--- src/rtl/ladner_fischer_pkg.sv ---
// Shared helpers for the pipelined Ladner-Fischer adder: tree depth, register cut
// placement, the prefix combine cell and the registered flag bundle.
package ladner_fischer_pkg;

    typedef struct packed {
        logic cout;
        logic v;
        logic z;
        logic n;
    } lf_flags_t;

    function automatic int lf_levels(input int width);
        int l;
        l = 0;
        for (int w = 1; w < width; w = w * 2) l++;
        return l;
    endfunction

    // Prefix level after which stage k is registered; k == num_stages maps to the full tree.
    function automatic int lf_cut_level(input int k, input int num_stages, input int width);
        return (2 * k * lf_levels(width) + num_stages) / (2 * num_stages);
    endfunction

    function automatic logic [1:0] lf_combine(input logic gi, input logic pi,
                                              input logic gj, input logic pj);
        return {gi | (pi & gj), pi & pj};
    endfunction

endpackage

--- src/rtl/ladner_fischer_pipe_level.sv ---
// One combinational Ladner-Fischer prefix level: bits whose LEVEL bit is set absorb
// the group ending just below their 2^(LEVEL+1)-aligned half-block.
module lf_prefix_level
    import ladner_fischer_pkg::*;
#(
    parameter int WIDTH = 32,
    parameter int LEVEL = 0
) (
    input  logic [WIDTH-1:0] g_in,
    input  logic [WIDTH-1:0] p_in,
    output logic [WIDTH-1:0] g_out,
    output logic [WIDTH-1:0] p_out
);

    for (genvar i = 0; i < WIDTH; i++) begin : g_bit
        if (((i >> LEVEL) & 1) == 1) begin : g_comb
            localparam int J = ((i >> (LEVEL + 1)) << (LEVEL + 1)) + (1 << LEVEL) - 1;
            assign {g_out[i], p_out[i]} = lf_combine(g_in[i], p_in[i], g_in[J], p_in[J]);
        end else begin : g_pass
            assign g_out[i] = g_in[i];
            assign p_out[i] = p_in[i];
        end
    end

endmodule

--- src/rtl/ladner_fischer_pipe.sv ---
// Pipelined Ladner-Fischer adder/subtractor with valid/ready flow control, tag
// sideband and NZCV flags; register cuts are spread evenly over the prefix tree.
module ladner_fischer_pipe
    import ladner_fischer_pkg::*;
#(
    parameter int WIDTH      = 32,
    parameter int NUM_STAGES = 2,
    parameter int TAG_W      = 4
) (
    input  logic             clk,
    input  logic             rst_n,
    input  logic             in_valid,
    output logic             in_ready,
    input  logic [WIDTH-1:0] in_a,
    input  logic [WIDTH-1:0] in_b,
    input  logic             in_cin,
    input  logic             in_sub,
    input  logic [TAG_W-1:0] in_tag,
    output logic             out_valid,
    input  logic             out_ready,
    output logic [WIDTH-1:0] out_s,
    output logic             out_cout,
    output logic             out_v,
    output logic             out_z,
    output logic             out_n,
    output logic [TAG_W-1:0] out_tag
);

    typedef struct packed {
        logic [WIDTH-1:0] g_grp;
        logic [WIDTH-1:0] p_grp;
        logic [WIDTH-1:0] p_bit;
        logic             c_eff;
        logic [TAG_W-1:0] tag;
    } payload_t;

    payload_t seg_in  [NUM_STAGES];
    payload_t seg_out [NUM_STAGES];

    logic [NUM_STAGES:0]   vld;
    logic [NUM_STAGES+1:1] rdy;

    logic [WIDTH-1:0] b_eff;
    logic             c_eff;

    assign b_eff = in_sub ? ~in_b : in_b;
    assign c_eff = in_sub ? ~in_cin : in_cin;

    assign seg_in[0] = '{g_grp: in_a & b_eff, p_grp: in_a ^ b_eff, p_bit: in_a ^ b_eff,
                         c_eff: c_eff, tag: in_tag};

    // Stage k is ready when empty or when its successor drains this cycle.
    assign vld[0]              = in_valid;
    assign vld[NUM_STAGES]     = out_valid;
    assign rdy[NUM_STAGES + 1] = out_ready;
    for (genvar k = 1; k <= NUM_STAGES; k++) begin : g_rdy
        assign rdy[k] = !vld[k] | rdy[k + 1];
    end
    assign in_ready = rdy[1];

    for (genvar s = 0; s < NUM_STAGES; s++) begin : g_seg
        localparam int LO = lf_cut_level(s, NUM_STAGES, WIDTH);
        localparam int HI = lf_cut_level(s + 1, NUM_STAGES, WIDTH);

        logic [WIDTH-1:0] g_ch [LO:HI];
        logic [WIDTH-1:0] p_ch [LO:HI];

        assign g_ch[LO] = seg_in[s].g_grp;
        assign p_ch[LO] = seg_in[s].p_grp;

        for (genvar lv = LO; lv < HI; lv++) begin : g_lvl
            lf_prefix_level #(
                .WIDTH (WIDTH),
                .LEVEL (lv)
            ) u_level (
                .g_in  (g_ch[lv]),
                .p_in  (p_ch[lv]),
                .g_out (g_ch[lv + 1]),
                .p_out (p_ch[lv + 1])
            );
        end

        assign seg_out[s] = '{g_grp: g_ch[HI], p_grp: p_ch[HI], p_bit: seg_in[s].p_bit,
                              c_eff: seg_in[s].c_eff, tag: seg_in[s].tag};
    end

    for (genvar s = 1; s < NUM_STAGES; s++) begin : g_stage
        payload_t data_q;
        logic     valid_q;

        always_ff @(posedge clk or negedge rst_n) begin
            if (!rst_n) begin
                valid_q <= 1'b0;
                data_q  <= '0;
            end else if (rdy[s]) begin
                valid_q <= vld[s - 1];
                if (vld[s - 1]) data_q <= seg_out[s - 1];
            end
        end

        assign vld[s]    = valid_q;
        assign seg_in[s] = data_q;
    end

    payload_t         fin;
    logic [WIDTH-1:0] carry;
    logic [WIDTH-1:0] sum;
    lf_flags_t        flags_q;

    assign fin   = seg_out[NUM_STAGES - 1];
    assign carry = fin.g_grp | (fin.p_grp & {WIDTH{fin.c_eff}});
    assign sum   = fin.p_bit ^ {carry[WIDTH-2:0], fin.c_eff};

    always_ff @(posedge clk or negedge rst_n) begin
        if (!rst_n) begin
            out_valid <= 1'b0;
            out_s     <= '0;
            out_tag   <= '0;
            flags_q   <= '0;
        end else if (rdy[NUM_STAGES]) begin
            out_valid <= vld[NUM_STAGES - 1];
            if (vld[NUM_STAGES - 1]) begin
                out_s   <= sum;
                out_tag <= fin.tag;
                flags_q <= '{cout: carry[WIDTH-1], v: carry[WIDTH-1] ^ carry[WIDTH-2],
                             z: (sum == '0), n: sum[WIDTH-1]};
            end
        end
    end

    assign out_cout = flags_q.cout;
    assign out_v    = flags_q.v;
    assign out_z    = flags_q.z;
    assign out_n    = flags_q.n;

endmodule
--- config.mk ---
export PLATFORM = sky130hd
export DESIGN_NAME = ladner_fischer_pipe
export DESIGN_NICKNAME = d
export VERILOG_FILES = /design/src/rtl/ladner_fischer_pkg.sv /design/src/rtl/ladner_fischer_pipe_level.sv /design/src/rtl/ladner_fischer_pipe.sv
export SDC_FILE = /design/constraint.sdc
export NUM_CORES = 1
export LEC_CHECK = 0
export ABC_CLOCK_PERIOD_IN_PS = 5600
export CORE_UTILIZATION = 58
export DETAILED_ROUTE_END_ITERATION = 12
export GPL_ROUTABILITY_DRIVEN = 0
export PLACE_DENSITY = 0.86
export SYNTH_ARGS = -nofsm -noshare
export SYNTH_HDL_FRONTEND = slang
export SYNTH_SLANG_ARGS = --single-unit
--- constraint.sdc ---
create_clock -name clk -period 5.6 [get_ports clk]
set_input_delay 1.12 -clock clk [delete_from_list [all_inputs] [get_ports clk]]
set_output_delay 1.12 -clock clk [all_outputs]
set_load 0.05 [all_outputs]
After elaboration in Yosys (flattened, before gate mapping)
Cells that the tools add are included.

storage, ports and cells
  input bits = 74
  register bits = 143

cells by class
  mux-type cells = 2
  bitwise logic cells = 250
  reduce and logical (&&, ||, !) cells = 5

operator list
  operator             count
  AND 1 bit            160
  OR 1 bit             82
  AND 32 bit           2
  XOR 32 bit           2
  logical NOT 32 bit   1
  2-to-1 mux 32 bit    1
  NOT 32 bit           1
  OR 32 bit            1
  AND reduction 2 bit  2
  logical NOT 1 bit    2
  2-to-1 mux 1 bit     1
  NOT 1 bit            1
  XOR 1 bit            1

Depth between registers and ports, before layout
Gate-level depths: netlist (run 1).

  depth in word-level cells = 9
  gate-level depth with buffers = 10
  mapped depth without buffers = 8

By module
Synthesis (run 1) repeated with hierarchy kept, for this count alone.

unflattened totals
  cells, all modules = 821
  area total of the unflattened synthesis = 8876.0 sq um

modules (own cells, without submodules)
  module                                           cells each  seq. area each (sq um)  area each (sq um)  times used
  ladner_fischer_pipe                              496         3553.4                  6498.7             1
  lf_prefix_level (g_seg[0].g_lvl[1].u_level ...)  64          0.0                     460.4              2
  lf_prefix_level (g_seg[1].g_lvl[4].u_level)      67          0.0                     494.2              1
  lf_prefix_level (g_seg[1].g_lvl[3].u_level)      66          0.0                     483.0              1
  lf_prefix_level (g_seg[0].g_lvl[0].u_level)      64          0.0                     479.2              1

Worst setup path before layout (run 1)
No wires, ideal clock.

  path kind = input port to flip-flop
  start = input in_sub
  end = register g_stage[1].data_q (netlist bit g_seg[1].g_ch[95])
  data required time = 5.474 ns
  arrival time = 3.255 ns
  path buffers = 2
  slack = 2.220 ns
  stages on the path = 10
  path through = clkbuf_1 buf_1 xor2_1 ha_1 a21o_1 a21o_1 a21o_1 a21o_1 a31oi_1 o21ai_1

on the way
  word-level cells in the longest chain between the ends = 8
  elaborated cells on any way between the ends = 21
  classes of those cells = 1 x mux; 20 x bitwise

RTL lines
  item                                          RTL line                         source
  from (decl)                                   ladner_fischer_pipe.sv:17        input logic in_sub,
  2-to-1 mux 32 bit                             ladner_fischer_pipe.sv:46        assign b_eff = in_sub ? ~in_b : in_b;
  XOR 32 bit                                    ladner_fischer_pipe.sv:49        assign seg_in[0] = '{g_grp: in_a & b_eff, p_grp: in_a ^ b_eff, p_bit: in_a ^ b_eff,
  named net g_seg[0].g_lvl[0].u_level.p_in[25]  ladner_fischer_pipe_level.sv:10  input logic [WIDTH-1:0] p_in,
  AND 1 bit                                     ladner_fischer_pkg.sv:26         return {gi | (pi & gj), pi & pj};
  OR 1 bit                                      ladner_fischer_pkg.sv:26
  AND 1 bit                                     ladner_fischer_pkg.sv:26
  OR 1 bit                                      ladner_fischer_pkg.sv:26
  AND 1 bit                                     ladner_fischer_pkg.sv:26
  OR 1 bit                                      ladner_fischer_pkg.sv:26
  to (signal assigned)                          ladner_fischer_pipe.sv:97        if (vld[s - 1]) data_q <= seg_out[s - 1];
  to (decl)                                     ladner_fischer_pipe.sv:88        payload_t data_q;

The timed path passes the listed nets, and every way through them passes these cells.
A chain may end at the register's enable or synchronous reset.

Worst setup path after layout (run 1)
  start = input out_ready
  end = output in_ready

on the way
  word-level cells in the longest chain between the ends = 2

RTL lines
  item                    RTL line                   source
  from (decl)             ladner_fischer_pipe.sv:20  input logic out_ready,
  OR 1 bit (2 in series)  ladner_fischer_pipe.sv:57  assign rdy[k] = !vld[k] | rdy[k + 1];
  to (decl)               ladner_fischer_pipe.sv:13  output logic in_ready,

Every way passes these cells.

==> results.txt, run 1 <==
The time the worst path needs with I/O delays and setup was 3720 ps; the fraction of layout instances using a drive strength above 1 was 6.94%. Measured against its own limit, the worst slew margin works out to 20.9%. STA puts the critical path data arrival time at 2600 ps.

The synthesized cell area is 0.00702 mm^2. Counting every net in the synthesized netlist gives 859. The CTS buffer count was 17. The worst setup path is launched from an input pin. The run finished, with violations left.

116 I/O pins were placed. The floorplan die area is 0.0125 mm^2, and the pin count of the biggest net entering global routing is 69. Compared with the post-synthesis result, the final layout area differs by 25.6%. The region available for standard cell placement spans 0.0116 mm^2. Leaving out fill and tap cells, the most frequent cells in the layout are nand2_1 (240), dfrtp_1 (138), clkdlybuf4s50_1 (113).

The number of nets in the final layout is 959. For the total via count after detailed routing, the log shows 5940. The combinational fraction of design power is 33.7%, and the number of global-route vias before repair is 6053. The run gives 2 as the worst-case clock buffer depth.

Setup total negative slack on the finished layout was measured at 0 ps. The first routing iteration left 367 violations. The completed layout was analyzed and its total power is 3.84 mW.

The post-route antenna net violation count was 0. TritonCTS built the clock tree. The internal power of the cells totals 2.43 mW.

The clock root buffer is clkbuf_16. Detailed placement ended at an HPWL of 12000 um. Number of buffers inserted by post-CTS setup repair: 0.

For the max-capacitance violation count, the log shows 0. Counting flops and latches in the post-synthesis netlist gives 138. Leading cell type in the layout, fill and taps excluded: nand2_1.

In this run the vertical extent of the chip is 112 um. The worst supply voltage drop on vdd was 0.286 mV; the post-CTS clock slew at the launch and capture registers of the worst setup and hold paths was 60 ps. The tools report the count of H-tree levels built during CTS as 4. The tools report the hold violation count in the final report as 0. The initial antenna violation count is 0, and the x dimension of the die is 112 um. The logs give 8.20 ps for the clock skew and 9 for the first-pass detailed-route iteration total. For the pin with the worst max-slew slack, the measured transition is 1180 ps. The checks that failed: DRC. The share of the clock period used by the worst path was 66.4%; the starting density of the core was 60.4%. Counting distinct cell types in the post-synthesis netlist gives 45.

The repair_antennas step left the layout with diodes totalling 0. Global routing consumed, over all layers together, 29.7% of the routing resources. For this run the aggregate overflow at the end of global routing stands at 0. For the worst setup path, the data required time is 4480 ps.

The run gives 0 as the number of pins with negative max-slew slack in the final report. Summing the sequential cell areas from Yosys gives 49.2% of the chip area. Averaged over all synthesized cells, the footprint is 9.33 um^2.

The via density per instance was 5.89. For this run, the top clock speed supported by timing is 269 MHz. The post-cts repair resize count was 0. For this run, design rule violations remaining after detail routing come to 3.

The tools report the yosys synthesis warning count as 0. In this run the worst path has a maximum fanout of 4. Setup violations remaining at the end of the flow were counted as 0. The clock network fraction of design power came out at 30.1%. The insertion delay of the later-clocked pin in the worst-skew pair is 420 ps. Setup repair after global routing left no endpoint under its margin.

Worst min-delay path class: reg -> reg. Sink count of the clock tree: 138. After detailed routing, the average wire length per cell comes to 17.4 um.

During placement, the flow inserted port buffers numbering 115. The tools report the sequential share of power as 36.1%. Kind of capture point of the worst setup path: an output pin. The logs give 17600 um for the final wirelength and 752 for the cell count after synthesis. The fraction of power spent switching nets came out at 36.8%. The analysis attributes to net switching a power of 1.41 mW. In this run the static leakage power is 4.24 nW. Hold repair after CTS inserted 0 buffers. The first global-routing pass estimated 29000 um of wire.

The critical path in this run is classified as in -> out. The total number of placement rows was 39. In this run the power density over the cells is 435 mW/mm^2.
[cell usage after synthesis, drive strengths merged]
| library cell | n | area (um^2) |
|---|---|---|
| a2111oi | 1 | 8.76 |
| a211o | 1 | 8.76 |
| a211oi | 13 | 97.6 |
| a21o | 22 | 165 |
| a21oi | 24 | 120 |
| a311oi | 4 | 47.6 |
| a31oi | 7 | 65.1 |
| and2 | 1 | 6.26 |
| and3 | 8 | 50.1 |
| and3b | 3 | 26.3 |
| buf | 12 | 72.6 |
| clkbuf | 27 | 101 |
| dfrtp | 138 | 3450 |
| ha | 33 | 413 |
| inv | 3 | 11.3 |
| mux2 | 18 | 203 |
| mux2i | 3 | 30.0 |
| nand2 | 242 | 908 |
| nand2b | 5 | 31.3 |
| nand3 | 24 | 120 |
| nand4 | 8 | 50.1 |
| nand4b | 3 | 26.3 |
| nor2 | 25 | 93.8 |
| nor2b | 2 | 12.5 |
| nor3 | 1 | 5.00 |
| nor3b | 6 | 45.0 |
| nor4 | 4 | 31.3 |
| o211ai | 7 | 52.6 |
| o21a | 1 | 7.51 |
| o21ai | 38 | 190 |
| o22ai | 5 | 31.3 |
| o31ai | 11 | 82.6 |
| or2 | 1 | 6.26 |
| or3 | 1 | 6.26 |
| xnor2 | 7 | 61.3 |
| xor2 | 43 | 377 |
[sequential cells by signal (all words and copies together), names as in the netlist]
| signal | count |
|---|---|
| out_s | 32 |
| g_seg.g_ch | 32 |
| g_seg.p_ch | 32 |
| out_tag | 4 |
| out_cout | 1 |
| out_valid | 1 |
| g_stage.valid_q | 1 |
| out_z | 1 |
| out_v | 1 |
| fin | 33 |
[stage by stage]
stage	setup WS, ps	hold slack [ps]	utilization (%)	cells	instance area (um^2)
3_3_place_gp	1900	454	70.7	976	8210
4_1_cts	1880	479	75.9	1008	8820
2_1_floorplan	2220	442	-	752	7020
5_1_grt	1820	495	75.9	1008	8820
3_5_place_dp	1890	465	70.7	976	8210
6_report	1880	471	75.9	1008	8820
[cells by family after synthesis]
group | synth area share (%)
AND/OR/NAND/NOR | 20.2
flip-flops | 49.2
AO/OA/AOI/OAI | 12.5
XOR/XNOR | 6.24
buffers and inverters | 2.64
adder cells (fa/ha/maj) | 5.88
multiplexers | 3.32
[worst max-delay path, cell delays in order]
cell	delay (ps)
clkdlybuf4s50_1	470
nor2b_1	60
nand2_1	130
clkdlybuf4s50_1	820
[path summary, 6_finish.rpt]
| check | cells after the start | from | slack [ps] | end |
|---|---|---|---|---|
| worst max-delay path | 4 | out_ready | 1880 | in_ready |
| worst min-delay path | 2 | out_s[10] | 470 | out_s[10] |
| worst max register to register | 7 | fin[4] | 2540 | out_z |
| worst min register to register | 2 | out_s[10] | 470 | out_s[10] |
| max in group asynchronous | 2 | rst_n | 3780 | out_s[17] |
| min in group asynchronous | 1 | rst_n | 620 | out_s[4] |
[power groups by stage]
stage / Sequential, mW / Combinational, mW / Clock [mW]
after CTS: 1.38 / 1.30 / 1.16
after global placement: 1.38 / 1.26 / 0
after global routing: 1.41 / 1.38 / 1.21
final: 1.39 / 1.30 / 1.16
after detailed placement: 1.40 / 1.29 / 0
after floorplan: 1.71 / 0.521 / 0
[area by class of cell]
type,count,area (um^2)
clock inverter,8,115
tap,143,179
clock buffer,24,492
sequential,138,3450
fill,790,2800
timing repair buffer,120,1180
multi-input combinational,572,3390
inverter,3,11.3
[routing by layer]
layer / track usage [%] / vias up / part of all wire, %
li1: - / 2771 / -
met1: 35.8 / 2912 / 40
met2: 50.7 / 216 / 52
met3: 7.40 / 41 / 5.5
met4: 12.9 / 0 / 2.9
met5: 0 / - / 0
(Power assumes the default switching activity.)
==> inputs of run 2 (changes only) <==
--- a/config.mk
+++ b/config.mk
@@ -5,11 +5,11 @@
 export SDC_FILE = /design/constraint.sdc
 export NUM_CORES = 1
 export LEC_CHECK = 0
-export ABC_CLOCK_PERIOD_IN_PS = 5600
-export CORE_UTILIZATION = 58
+export ABC_CLOCK_PERIOD_IN_PS = 3680
+export CORE_UTILIZATION = 54
 export DETAILED_ROUTE_END_ITERATION = 12
 export GPL_ROUTABILITY_DRIVEN = 0
-export PLACE_DENSITY = 0.86
+export PLACE_DENSITY = 0.81
 export SYNTH_ARGS = -nofsm -noshare
 export SYNTH_HDL_FRONTEND = slang
 export SYNTH_SLANG_ARGS = --single-unit
==> constraint.sdc (replaced) <==
create_clock -name clk -period 3.68 [get_ports clk]
set_input_delay 0.736 -clock clk [delete_from_list [all_inputs] [get_ports clk]]
set_output_delay 0.736 -clock clk [all_outputs]
set_load 0.05 [all_outputs]
==> results.txt, run 2 (same netlist as run 1, synthesis figures left out) <==
The post-route antenna net violation count was 0. The run gives 5933 as the total via count after detailed routing. The floorplan has 41 rows. The initial antenna violation count was 0. TritonCTS built the clock tree. For the cts-stage hold buffer count, the log shows 0. Of all nets on the critical path, the largest fanout is 4. The number of pins with negative max-slew slack in the final report was 0. Once routing completed, OpenROAD measured the worst setup slack at 742 ps. The post-synthesis to final-layout area growth was 27.3%; the power per cell area was 659 mW/mm^2. After the first detailed-routing iteration, the DRC count stood at 427.

Registers are responsible for 35.5% of the overall power. The fraction of layout instances using a drive strength above 1 was 7.90%. The signal on the critical path passes through clkdlybuf4s50_1 > nor2b_1 > nand2_1 > clkdlybuf4s50_1. Between clock sinks in the finished design, the worst skew comes to 5.43 ps. The clock root buffer is clkbuf_16. The run gives 0 as the hold violation count in the final report. Setup repair after global routing left no endpoint under its margin.

The final routed wire length divided by cell count was 16.6 um; the design area was 0.00894 mm^2. The total overflow reported by the global router came out at 0. The share of the clock period used by the worst path was 79.8%; the wire length of the first global-routing pass was 28000 um.

The via density per instance works out to 5.68. For this run, design rule violations remaining after detail routing come to 0. Among all stages on the critical path, the largest delay is contributed by clkdlybuf4s50_1. The die is 116 um wide.

Once the clock tree was built, the resizer swapped 0 gates to a different size. The fmax was 340 MHz. The pre-antenna-repair detailed-routing pass consisted of 5 iterations.

Setup violations remaining at the end of the flow were counted as 0. In this run the power spent charging and discharging nets is 2.18 mW. Of the total power, the clock network draws 30.5%. The later pin in the worst-skew pair is clocked with a latency of 430 ps.

The CTS buffer count is 17, and the floorplan die area is 0.0135 mm^2. The critical path runs through a total of 4 cells. The placed instances occupy a cell area of 0.00832 mm^2. Number of flip-flops under the largest register name: 33. For the number of buffers inserted by post-CTS setup repair, the log shows 0.

The floorplan step set the die height to 116 um. The logs give 0 ps for the total negative slack and 116 for the count of pins on the block boundary. Broken down by cell family, the worst path's largest delay share belongs to buffers and inverters. STA classifies the critical path endpoint as an output pin. Entering global routing, the biggest net connects 66 pins. The endpoint arrival time on the critical path came out at 2200 ps.

The number of global-route vias before repair was 5900; the count of H-tree levels built during CTS was 4. The internal power summed over all cells came out at 3.72 mW. The tightest min-delay check is of the in -> async type.

IR analysis of the VDD net gives a maximum drop of 0.387 mV. Counting cells, the worst reg-to-reg path comes to 6. The relative slew slack was 31.3%.

Leaving out fill and tap cells, the most frequent cells in the layout are nand2_1 (240), dfrtp_1 (138), clkdlybuf4s50_1 (113). Detailed placement ended at an HPWL of 12400 um. Leaving out fill and tap cells, the most frequent cell in the layout is nand2_1. The delay of the slowest critical-path stage is 820 ps. The analysis attributes to cell leakage a power of 4.28 nW. After clock tree synthesis, the clock-pin slew on the worst setup and hold paths is 60 ps. The overall power after layout is 5.89 mW, and the sink count of the clock tree is 138. Of the total power, the share spent switching nets is 36.9%. The transition at the pin with the smallest max-transition slack was 1030 ps.

The tool flagged a number of max-cap violations equal to 0. Counting along the longest clock path gives a buffer depth of 2. The repair_antennas step left the layout with diodes totalling 0. Counting both buffers and inverters, the worst setup path holds a total of 2. The time the worst path needs with I/O delays and setup works out to 2940 ps. Summed over all layers, the routed wires come to 17300 um. For this configuration, the core starts out at a cell density of 55.4%.

The logs give 967 for the number of nets in the final layout and 658 ps for the setup slack at placement. Category of the worst setup path launch point: an input pin. Once layout is complete, the utilization of the core stands at 70.5%. The critical path's most frequent cell is clkdlybuf4s50_1. The flow ran to the end, and the final reports show no timing, DRC or antenna violations. The core footprint was 0.0127 mm^2. The setup path with the least slack is of type in -> out. In the global route stage, overall resource usage came out at 27.6%. For the worst setup path, the data required time is 2940 ps. Combinational logic is responsible for 34.0% of the overall power. Fill cells in the final layout number 948.

The count of buffers added on input and output ports is 115.
-- run 2: cell types whose count changed in the layout (fill, tap and decap cells not counted) --
| cell | previous run | this run |
|---|---|---|
| buf_4 | 6 | 13 |
| clkbuf_8 | 4 | 1 |
| clkinv_2 | 5 | 4 |
| clkbuf_1 | 3 | 2 |
| inv_6 | 0 | 1 |
| bufinv_16 | 3 | 4 |
| clkinvlp_4 | 0 | 3 |
| buf_12 | 0 | 1 |
-- run 2: metrics by stage --
step	std cells	hold slack (ps)
after floorplan	752	440
after global placement	1013	453
after detailed placement	1013	463
after CTS	1045	360
after global routing	1045	390
final	1045	344
-- run 2: per-layer routing --
| layer | vias up | part of all wire, % | track usage [%] | routed length, um |
|---|---|---|---|---|
| met1 | 2889 | 42 | 33.9 | 7200 |
| met3 | 42 | 5.3 | 5.33 | 913 |
| met4 | 0 | 2.7 | 12.9 | 470 |
| li1 | 2777 | - | - | - |
| met5 | - | 0 | 0 | 0 |
| met2 | 225 | 50 | 46.9 | 8720 |
-- run 2: worst register-to-register path, delay by kind of cell, from the launching register on --
kind             cells  cell delay, ps
AND/OR/NAND/NOR      2             630
flip-flops           1             590
XOR/XNOR             1             220
AO/OA/AOI/OAI        3            1090
-- run 2: worst paths after layout --
path	slack, ps	endpoint	start
min	340	fin[3]	rst_n
max	740	in_ready	out_ready
max in group asynchronous	2380	fin[35]	rst_n
min in group clk	470	fin[3]	fin[3]
max reg2reg	1080	out_z	g_seg[1].p_ch[71]
min reg2reg	470	fin[3]	fin[3]
-- run 2: layout make-up --
type                            count  area (um^2)  share of cell area, %
Clock inverter                     12          171                   1.92
Sequential cell                   138         3450                   38.6
Tap cell                          172          215                   2.41
Multi-Input combinational cell    572         3390                   37.9
Timing Repair Buffer              128         1250                   14.0
Inverter                            3         11.3                  0.126
Clock buffer                       20          447                   5.00
-- run 2: power by group through the flow --
stage                     clock network (mW)  registers [mW]  logic [mW]
after floorplan                            0            2.60       0.793
after global routing                    1.88            2.13        2.14
after detailed placement                   0            2.11        1.99
final                                   1.80            2.09        2.01
after CTS                               1.81            2.09        2.01
after global placement                     0            2.09        1.95
